File: src/rtl/alu_uart_ctrl_pkg.sv
// Shared constants for the UART command sequencer: default widths,
// ALU opcode encodings, FSM state encoding and the opcode validity check.
package alu_uart_ctrl_pkg;

  localparam int DATA_LENGTH_DEF    = 8;
  localparam int OP_LENGTH_DEF      = 6;
  localparam int TIMEOUT_CYCLES_DEF = 50000000;

  localparam logic [OP_LENGTH_DEF-1:0] OP_ADD = 6'h20;
  localparam logic [OP_LENGTH_DEF-1:0] OP_SUB = 6'h22;
  localparam logic [OP_LENGTH_DEF-1:0] OP_AND = 6'h24;
  localparam logic [OP_LENGTH_DEF-1:0] OP_OR  = 6'h25;
  localparam logic [OP_LENGTH_DEF-1:0] OP_XOR = 6'h26;
  localparam logic [OP_LENGTH_DEF-1:0] OP_NOR = 6'h27;
  localparam logic [OP_LENGTH_DEF-1:0] OP_SRA = 6'h02;
  localparam logic [OP_LENGTH_DEF-1:0] OP_SRL = 6'h03;

  typedef enum logic [2:0] {
    ST_WAIT_A  = 3'd0,
    ST_WAIT_B  = 3'd1,
    ST_WAIT_OP = 3'd2,
    ST_EXEC    = 3'd3,
    ST_SEND    = 3'd4,
    ST_WAIT_TX = 3'd5
  } state_t;

  // True when the opcode field names an operation the ALU implements.
  function automatic logic is_valid_op(input logic [OP_LENGTH_DEF-1:0] op);
    logic ok;
    case (op)
      OP_ADD, OP_SUB, OP_AND, OP_OR,
      OP_XOR, OP_NOR, OP_SRA, OP_SRL: ok = 1'b1;
      default:                        ok = 1'b0;
    endcase
    return ok;
  endfunction

endpackage

File: src/rtl/alu_uart_ctrl_frame_timeout.sv
// Inter-byte idle counter. Counts while enabled, restarts on clear, and
// flags expire during the cycle the count sits at TIMEOUT_CYCLES-1.
module frame_timeout
  import alu_uart_ctrl_pkg::*;
#(
  parameter int TIMEOUT_CYCLES = TIMEOUT_CYCLES_DEF
) (
  input  logic clk,
  input  logic reset,
  input  logic clear,
  input  logic enable,
  output logic expire
);

  localparam int CW = (TIMEOUT_CYCLES > 1) ? $clog2(TIMEOUT_CYCLES) : 1;
  localparam logic [CW-1:0] LAST = CW'(TIMEOUT_CYCLES - 1);

  logic [CW-1:0] count_r;

  // Idle counter: clear wins over enable so an accepted byte restarts the window.
  always_ff @(posedge clk or posedge reset) begin
    if (reset) begin
      count_r <= '0;
    end else if (clear) begin
      count_r <= '0;
    end else if (enable) begin
      count_r <= count_r + CW'(1);
    end else begin
      count_r <= count_r;
    end
  end

  assign expire = enable && (count_r == LAST);

endmodule

File: src/rtl/alu_uart_ctrl.sv
// Command sequencer between a UART byte stream and the combinational ALU.
// Collects A, B and opcode bytes, runs one execute cycle, and hands the
// result byte to the transmitter over a start/done handshake.
module alu_uart_ctrl
  import alu_uart_ctrl_pkg::*;
#(
  parameter int DATA_LENGTH    = DATA_LENGTH_DEF,
  parameter int OP_LENGTH      = OP_LENGTH_DEF,
  parameter int TIMEOUT_CYCLES = TIMEOUT_CYCLES_DEF
) (
  input  logic                   clk,
  input  logic                   reset,
  input  logic [DATA_LENGTH-1:0] rx_data,
  input  logic                   rx_done,
  input  logic                   tx_done,
  input  logic [DATA_LENGTH-1:0] alu_result,
  output logic [DATA_LENGTH-1:0] alu_a,
  output logic [DATA_LENGTH-1:0] alu_b,
  output logic [OP_LENGTH-1:0]   alu_op,
  output logic [DATA_LENGTH-1:0] tx_data,
  output logic                   tx_start,
  output logic                   busy,
  output logic                   op_err,
  output logic                   timeout
);

  state_t state_r, state_next_s;

  logic load_a_s, load_b_s, load_op_s, capture_s;
  logic op_err_s, timeout_s;
  logic expire_s, cnt_enable_s, cnt_clear_s;
  logic op_ok_s;

  // The whole byte must be a known opcode: upper bits above the field must be zero.
  assign op_ok_s = is_valid_op(rx_data[OP_LENGTH-1:0]) &&
                   (rx_data[DATA_LENGTH-1:OP_LENGTH] == '0);

  // Only the two mid-frame states are subject to the idle limit.
  assign cnt_enable_s = (state_r == ST_WAIT_B) || (state_r == ST_WAIT_OP);
  assign cnt_clear_s  = !cnt_enable_s || rx_done || timeout_s;

  frame_timeout #(
    .TIMEOUT_CYCLES(TIMEOUT_CYCLES)
  ) u_frame_timeout (
    .clk   (clk),
    .reset (reset),
    .clear (cnt_clear_s),
    .enable(cnt_enable_s),
    .expire(expire_s)
  );

  // Next-state and strobe decode; a received byte always beats a timeout.
  always_comb begin
    state_next_s = state_r;
    load_a_s     = 1'b0;
    load_b_s     = 1'b0;
    load_op_s    = 1'b0;
    capture_s    = 1'b0;
    op_err_s     = 1'b0;
    timeout_s    = 1'b0;
    case (state_r)
      ST_WAIT_A: begin
        if (rx_done) begin
          load_a_s     = 1'b1;
          state_next_s = ST_WAIT_B;
        end else begin
          state_next_s = ST_WAIT_A;
        end
      end
      ST_WAIT_B: begin
        if (rx_done) begin
          load_b_s     = 1'b1;
          state_next_s = ST_WAIT_OP;
        end else if (expire_s) begin
          timeout_s    = 1'b1;
          state_next_s = ST_WAIT_A;
        end else begin
          state_next_s = ST_WAIT_B;
        end
      end
      ST_WAIT_OP: begin
        if (rx_done) begin
          if (op_ok_s) begin
            load_op_s    = 1'b1;
            state_next_s = ST_EXEC;
          end else begin
            op_err_s     = 1'b1;
            state_next_s = ST_WAIT_A;
          end
        end else if (expire_s) begin
          timeout_s    = 1'b1;
          state_next_s = ST_WAIT_A;
        end else begin
          state_next_s = ST_WAIT_OP;
        end
      end
      ST_EXEC: begin
        capture_s    = 1'b1;
        state_next_s = ST_SEND;
      end
      ST_SEND: begin
        state_next_s = ST_WAIT_TX;
      end
      ST_WAIT_TX: begin
        if (tx_done) begin
          state_next_s = ST_WAIT_A;
        end else begin
          state_next_s = ST_WAIT_TX;
        end
      end
      default: begin
        state_next_s = ST_WAIT_A;
      end
    endcase
  end

  // State register.
  always_ff @(posedge clk or posedge reset) begin
    if (reset) begin
      state_r <= ST_WAIT_A;
    end else begin
      state_r <= state_next_s;
    end
  end

  // Operand, opcode and result registers; operands persist between frames for the LEDs.
  always_ff @(posedge clk or posedge reset) begin
    if (reset) begin
      alu_a   <= '0;
      alu_b   <= '0;
      alu_op  <= '0;
      tx_data <= '0;
    end else begin
      if (load_a_s)  alu_a   <= rx_data;
      if (load_b_s)  alu_b   <= rx_data;
      if (load_op_s) alu_op  <= rx_data[OP_LENGTH-1:0];
      if (capture_s) tx_data <= alu_result;
    end
  end

  // Registered status outputs derived from the upcoming state and strobes.
  always_ff @(posedge clk or posedge reset) begin
    if (reset) begin
      tx_start <= 1'b0;
      busy     <= 1'b0;
      op_err   <= 1'b0;
      timeout  <= 1'b0;
    end else begin
      tx_start <= (state_next_s == ST_SEND);
      busy     <= (state_next_s == ST_EXEC) || (state_next_s == ST_SEND) ||
                  (state_next_s == ST_WAIT_TX);
      op_err   <= op_err_s;
      timeout  <= timeout_s;
    end
  end

endmodule

File: config.mk
export PLATFORM = sky130hd
export DESIGN_NAME = alu_uart_ctrl
export DESIGN_NICKNAME = d
export VERILOG_FILES = /design/src/rtl/alu_uart_ctrl_pkg.sv /design/src/rtl/alu_uart_ctrl_frame_timeout.sv /design/src/rtl/alu_uart_ctrl.sv
export SDC_FILE = /design/constraint.sdc
export NUM_CORES = 1
export LEC_CHECK = 0
export ABC_AREA = 1
export CELL_PAD_IN_SITES_DETAIL_PLACEMENT = 1
export CELL_PAD_IN_SITES_GLOBAL_PLACEMENT = 2
export CORE_UTILIZATION = 34
export CTS_BUF_LIST = sky130_fd_sc_hd__clkbuf_4 sky130_fd_sc_hd__clkbuf_8
export DETAILED_ROUTE_END_ITERATION = 8
export GPL_TIMING_DRIVEN = 0
export PLACE_DENSITY_LB_ADDON = 0.2
export REMOVE_ABC_BUFFERS = 1
export SLEW_MARGIN = 20
export SYNTH_ARGS = -nofsm -noshare
export SYNTH_HDL_FRONTEND = slang
export SYNTH_SLANG_ARGS = --single-unit
File: constraint.sdc
create_clock -name clk -period 6.7 [get_ports clk]
set_clock_uncertainty 0.2 [all_clocks]
set_input_delay 1.34 -clock clk [delete_from_list [all_inputs] [get_ports clk]]
set_output_delay 1.34 -clock clk [all_outputs]
set_load 0.01 [all_outputs]
=== Yosys cells after proc, flatten, opt, wreduce, memory -nomap -nowiden ===
Index checks and enable logic that the tools add are counted.

* $add $sub $neg: 1
* Equality and inequality tests: 17
* Muxes and demuxes: 24
* Reductions and logical operators: 13

{| class="wikitable"
|+ Operator list
! cell !! number
|-
| two-way mux 26 bit || 2
|-
| == test 6 bit, second input constant || 6
|-
| adder 26 x 1 -> 26 bit, second input constant || 1
|-
| == test 26 bit, second input constant || 1
|-
| case mux 3 bit (6 select lines) || 1
|-
| two-way mux 1 bit || 16
|-
| == test 3 bit, second input constant || 4
|-
| == test 6 x 2 -> 1 bit, second input constant || 2
|-
| == test 3 x 2 -> 1 bit, second input constant || 3
|-
| OR reduction 8 bit || 1
|-
| two-way mux 2 bit || 3
|-
| two-way mux 3 bit || 2
|-
| logical OR 1 bit || 5
|-
| == test 3 x 1 -> 1 bit, second input constant || 1
|-
| logical NOT 3 bit || 1
|-
| logical AND 1 bit || 2
|-
| logical NOT 2 bit || 1
|-
| nonzero test 2 bit || 1
|-
| OR reduction 2 bit || 1
|-
| logical NOT 1 bit || 1
|}

* Register bits after elaboration: 63
* Bits of input ports: 20
* Logic and storage cells: 65

=== Depth between registers and ports, before layout ===
* Depth in word-level cells: 10
* Mapped depth: 10

=== Hierarchy ===
Synthesis repeated with hierarchy kept, for this count alone.

* Cell total of the unflattened synthesis: 380
* Area total of the unflattened synthesis: 3135.5 um2

{| class="wikitable"
|+ Modules (own cells, without submodules)
! module !! times used !! cells an instance !! area each (um2) !! sequential area each (um2)
|-
| frame_timeout || 1 || 224 || 1605.3 || 650.6
|-
| alu_uart_ctrl || 1 || 156 || 1530.2 || 925.9
|}

=== Worst setup path after synthesis ===
No wires, ideal clock.

* Path type: input -> register
* Start: input rx_data[2]
* End: register alu_op[0]
* Library setup time: 0.128 ns
* Data arrival time: 1.984 ns
* Path slack: 4.388 ns
* Stages: 7
* Path buffers: 0
* Path through: inv_1 -> nand3_1 -> nand3_1 -> nor2_1 -> nand2_1 -> nand2_1 -> o21ai_0

* Cells in the longest elaborated chain, start to end: 7

{| class="wikitable"
|+ Ends and longest elaborated chain
! what !! RTL line !! text
|-
| from (decl) || alu_uart_ctrl.sv:13 || <nowiki>input logic [DATA_LENGTH-1:0] rx_data,</nowiki>
|-
| == test 6 bit or == test 6 x 2 -> 1 bit (tied branches) || alu_uart_ctrl_pkg.sv:30 || <nowiki>case (op)</nowiki>
|-
| OR reduction 8 bit * || alu_uart_ctrl_pkg.sv:30 ||
|-
| two-way mux 1 bit * || alu_uart_ctrl_pkg.sv:30 ||
|-
| logical AND 1 bit * || alu_uart_ctrl.sv:35 || <nowiki>assign op_ok_s = is_valid_op(rx_data[OP_LENGTH-1:0]) &&</nowiki>
|-
| two-way mux 1 bit * || alu_uart_ctrl.sv:83 || <nowiki>if (op_ok_s) begin</nowiki>
|-
| two-way mux 1 bit * || alu_uart_ctrl.sv:82 || <nowiki>if (rx_done) begin</nowiki>
|-
| two-way mux 1 bit * || alu_uart_ctrl.sv:61 || <nowiki>case (state_r)</nowiki>
|-
| to (signal assigned) || alu_uart_ctrl.sv:136 || <nowiki>if (load_op_s) alu_op <= rx_data[OP_LENGTH-1:0];</nowiki>
|-
| to (decl) || alu_uart_ctrl.sv:19 || <nowiki>output logic [OP_LENGTH-1:0] alu_op,</nowiki>
|}

Every way passes the cells marked *; elsewhere a longest branch is shown, timed or not.
A chain may end at the register's enable or synchronous reset.

=== Worst setup path after layout ===
* Start: register alu_a[2]
* End: output alu_a[2]

{| class="wikitable"
|+ RTL lines
! what !! RTL line !! text
|-
| from (decl) || alu_uart_ctrl.sv:17 || <nowiki>output logic [DATA_LENGTH-1:0] alu_a,</nowiki>
|-
| from (signal assigned) || alu_uart_ctrl.sv:134 || <nowiki>if (load_a_s) alu_a <= rx_data;</nowiki>
|}

No word-level cell between the ends.

==> run summary <==
Setup TNS -> 0 ns
Syn-to-layout area delta -> 28.9%
Post-route clock period utilization -> 41.8%
Worst slew pin tran -> 0.648 ns
WS Path Type -> reg -> out
Post-synth EDFFs -> 0
Final ANT Viol Nets -> 0
CTS Hold Buffers Added -> 0
Total Wirelength -> 7.98 mm
Sequential area share after synthesis -> 51.5%
Avg Synthesized Cell Area -> 7.71 um2
Worst EP arrival -> 1.26 ns
DR iter-0 viols -> 80
Pwr Total -> 1300 uW
Yosys reg bits -> 63
PwrDens -> 331 nW/um2
Largest area contributor in the netlist -> dfrtp_1
Hold Slack -> 0.282 ns
Setup WS pre-CTS -> 3.60 ns
Clk slew on worst S/H paths -> 0.07 ns
FP Rows -> 34
Routed len/inst -> 14.0 um
GPL Wtd Cong -> 0.768
Worst path buffer plus inverter count -> 1
Fill cells -> 1077
Mapped Cells -> 397
Cell area after layout -> 3940 um2
TritonRoute pass-1 iters -> 4
Yosys warns -> 0
Fmax -> 357 MHz
Hold Violations, Final -> 0
Worst EP required -> 5.16 ns
Die Y -> 96.9 um
Async SR Flop Fraction -> 100%
Fraction of final layout cells sized beyond drive strength 1 -> 7.16%
Synth cell types -> 23
Storage element area -> 1580 um2
Critical Path Fanout Max -> 2
Pin count of the biggest net entering global routing -> 42
Slew Viols, Final -> 0
Vias in the first global route -> 2924
First-pass GRT wire length -> 13.7 mm
Multi-input logic area -> 1280 um2
Antenna violations before repair -> 0
Gr ovfl total -> 0
Status -> completed
Worst vdd ir -> 0.000203 V
Ports -> 54
Vias -> 2618
Leakage -> 0.00173 uW
Crit start category -> register
Port Buffers -> 53
Diodes inserted -> 0
Worst skew pair latency -> 0.34 ns
Post-Syn Area -> 3060 um2
Total CTS buffers -> 9
RSZ-0062 raised after global routing -> false
Endpoint class of the critical path -> primary output
CP Cell Sequence -> clkdlybuf4s50_1
Routed vias/inst -> 4.60
Final net count -> 478
Max Cap Viol -> 0
Resize count post-CTS -> 0
Crit path max-delay family -> buffers and inverters
Setup WS post-layout -> 3.90 ns
Final setup vio count -> 0
DP HPWL -> 6.03 mm
# Post-CTS Setup Buffers -> 0
Crit path time final -> 2.80 ns
Die width -> 96.9 um
Rel. slew slack -> 56.7%
CTS tree -> built
DRC viols -> 0
Area contributors post-synth -> dfrtp_1, nand2_1, nor2_1, inv_1, nand3_1
GRT Total Usage -> 18.6%
Core area -> 8720 um2
H-tree Lvls -> 3
Top cell type's share of synthesized area -> 51.5%
Die area -> 9380 um2
Placed cell area -> 3710 um2
CTS Buffer Depth -> 2
Crit-path max cell delay -> 0.56 ns
CTS root buffer -> clkbuf_8
Initial Utilization -> 35.1%
Slowest cell on crit path -> clkdlybuf4s50_1
Ys flop type -> dfrtp_1
Most frequent cell after synthesis -> nand2_1
HP Class -> reg -> reg
CTS sink cnt -> 63
Synth cell count leaders -> nand2_1, nor2_1, dfrtp_1
## flip-flops by register name (all words and copies together) (netlist names), 3 cells and up
| signal | flops |
|---|---|
| tx_data | 8 |
| alu_op | 6 |
| u_frame_timeout.count_r | 26 |
| alu_b | 8 |
| alu_a | 8 |
| state_r | 3 |
## path summary, 6_finish.rpt
kind	startpoint	to	slack [ns]	cells past startpoint
setup / recovery	alu_a[2]	alu_a[2]	3.90	1
hold / removal	tx_data[3]	tx_data[3]	0.28	2
setup reg to reg	u_frame_timeout.count_r[0]	u_frame_timeout.count_r[24]	4.65	8
hold reg to reg	tx_data[3]	tx_data[3]	0.28	2
max in group asynchronous	reset	u_frame_timeout.count_r[15]	4.67	3
min in group asynchronous	reset	alu_b[4]	1.11	2
## per-layer routing
metal,routed length (um),track usage [%]
met1,3570,22.2
met2,3860,31.1
met3,443,6.86
met4,104,5.51
met5,0,0
## tightest hold or removal path: stages (launching register included)
cell,delay (ns)
dfrtp_1,0.34
nand2_1,0.05
nand2_1,0.06
## metrics by stage
stage               cells  utilization (%)
floorplan             392                -
global placement      553             42.2
CTS                   569             45.2
global route          569             45.2
finish                569             45.2
detailed placement    554             42.6
## placed cells by master (no fill, tap or decap), types with 4 or more instances in the layout
cell	synthesis	final
clkbuf_8	0	12
clkdlybuf4s50_1	0	53
dfrtp_1	63	63
inv_1	41	40
nand2_1	133	133
nand3_1	21	21
nor2_1	74	74
nor2_2	9	9
o21ai_0	21	21
xnor2_1	4	4
xor2_1	10	10
## cells by family (layout without fill, tap and decap cells)
group / after synthesis / after routing / share of synthesized area (%)
AOI/OAI and AO/OA: 27 / 27 / 4.78
DFF: 63 / 63 / 51.5
buffers and inverters: 49 / 113 / 6.79
xor gates and xnor gates: 14 / 14 / 4.01
and+or+nand+nor: 243 / 243 / 32.5
adders and majority gates: 1 / 1 / 0.409
## power breakdown
part / internal [uW] / leakage (uW) / total (uW) / switching [uW]
registers: 471 / 0.000835 / 527 / 55.6
logic: 194 / 0.000775 / 397 / 203
clock network: 237 / 0.000118 / 381 / 143
total: 903 / 0.00173 / 1300 / 402
## final cells by class
class | count | share of cell area, %
Clock buffer | 12 | 4.19
Clock inverter | 3 | 1.65
Inverter | 44 | 4.25
Multi-Input combinational cell | 285 | 32.4
Sequential cell | 63 | 40.0
Tap cell | 108 | 3.43
Timing Repair Buffer | 54 | 14.1
Power figures use the tool's default switching activity.
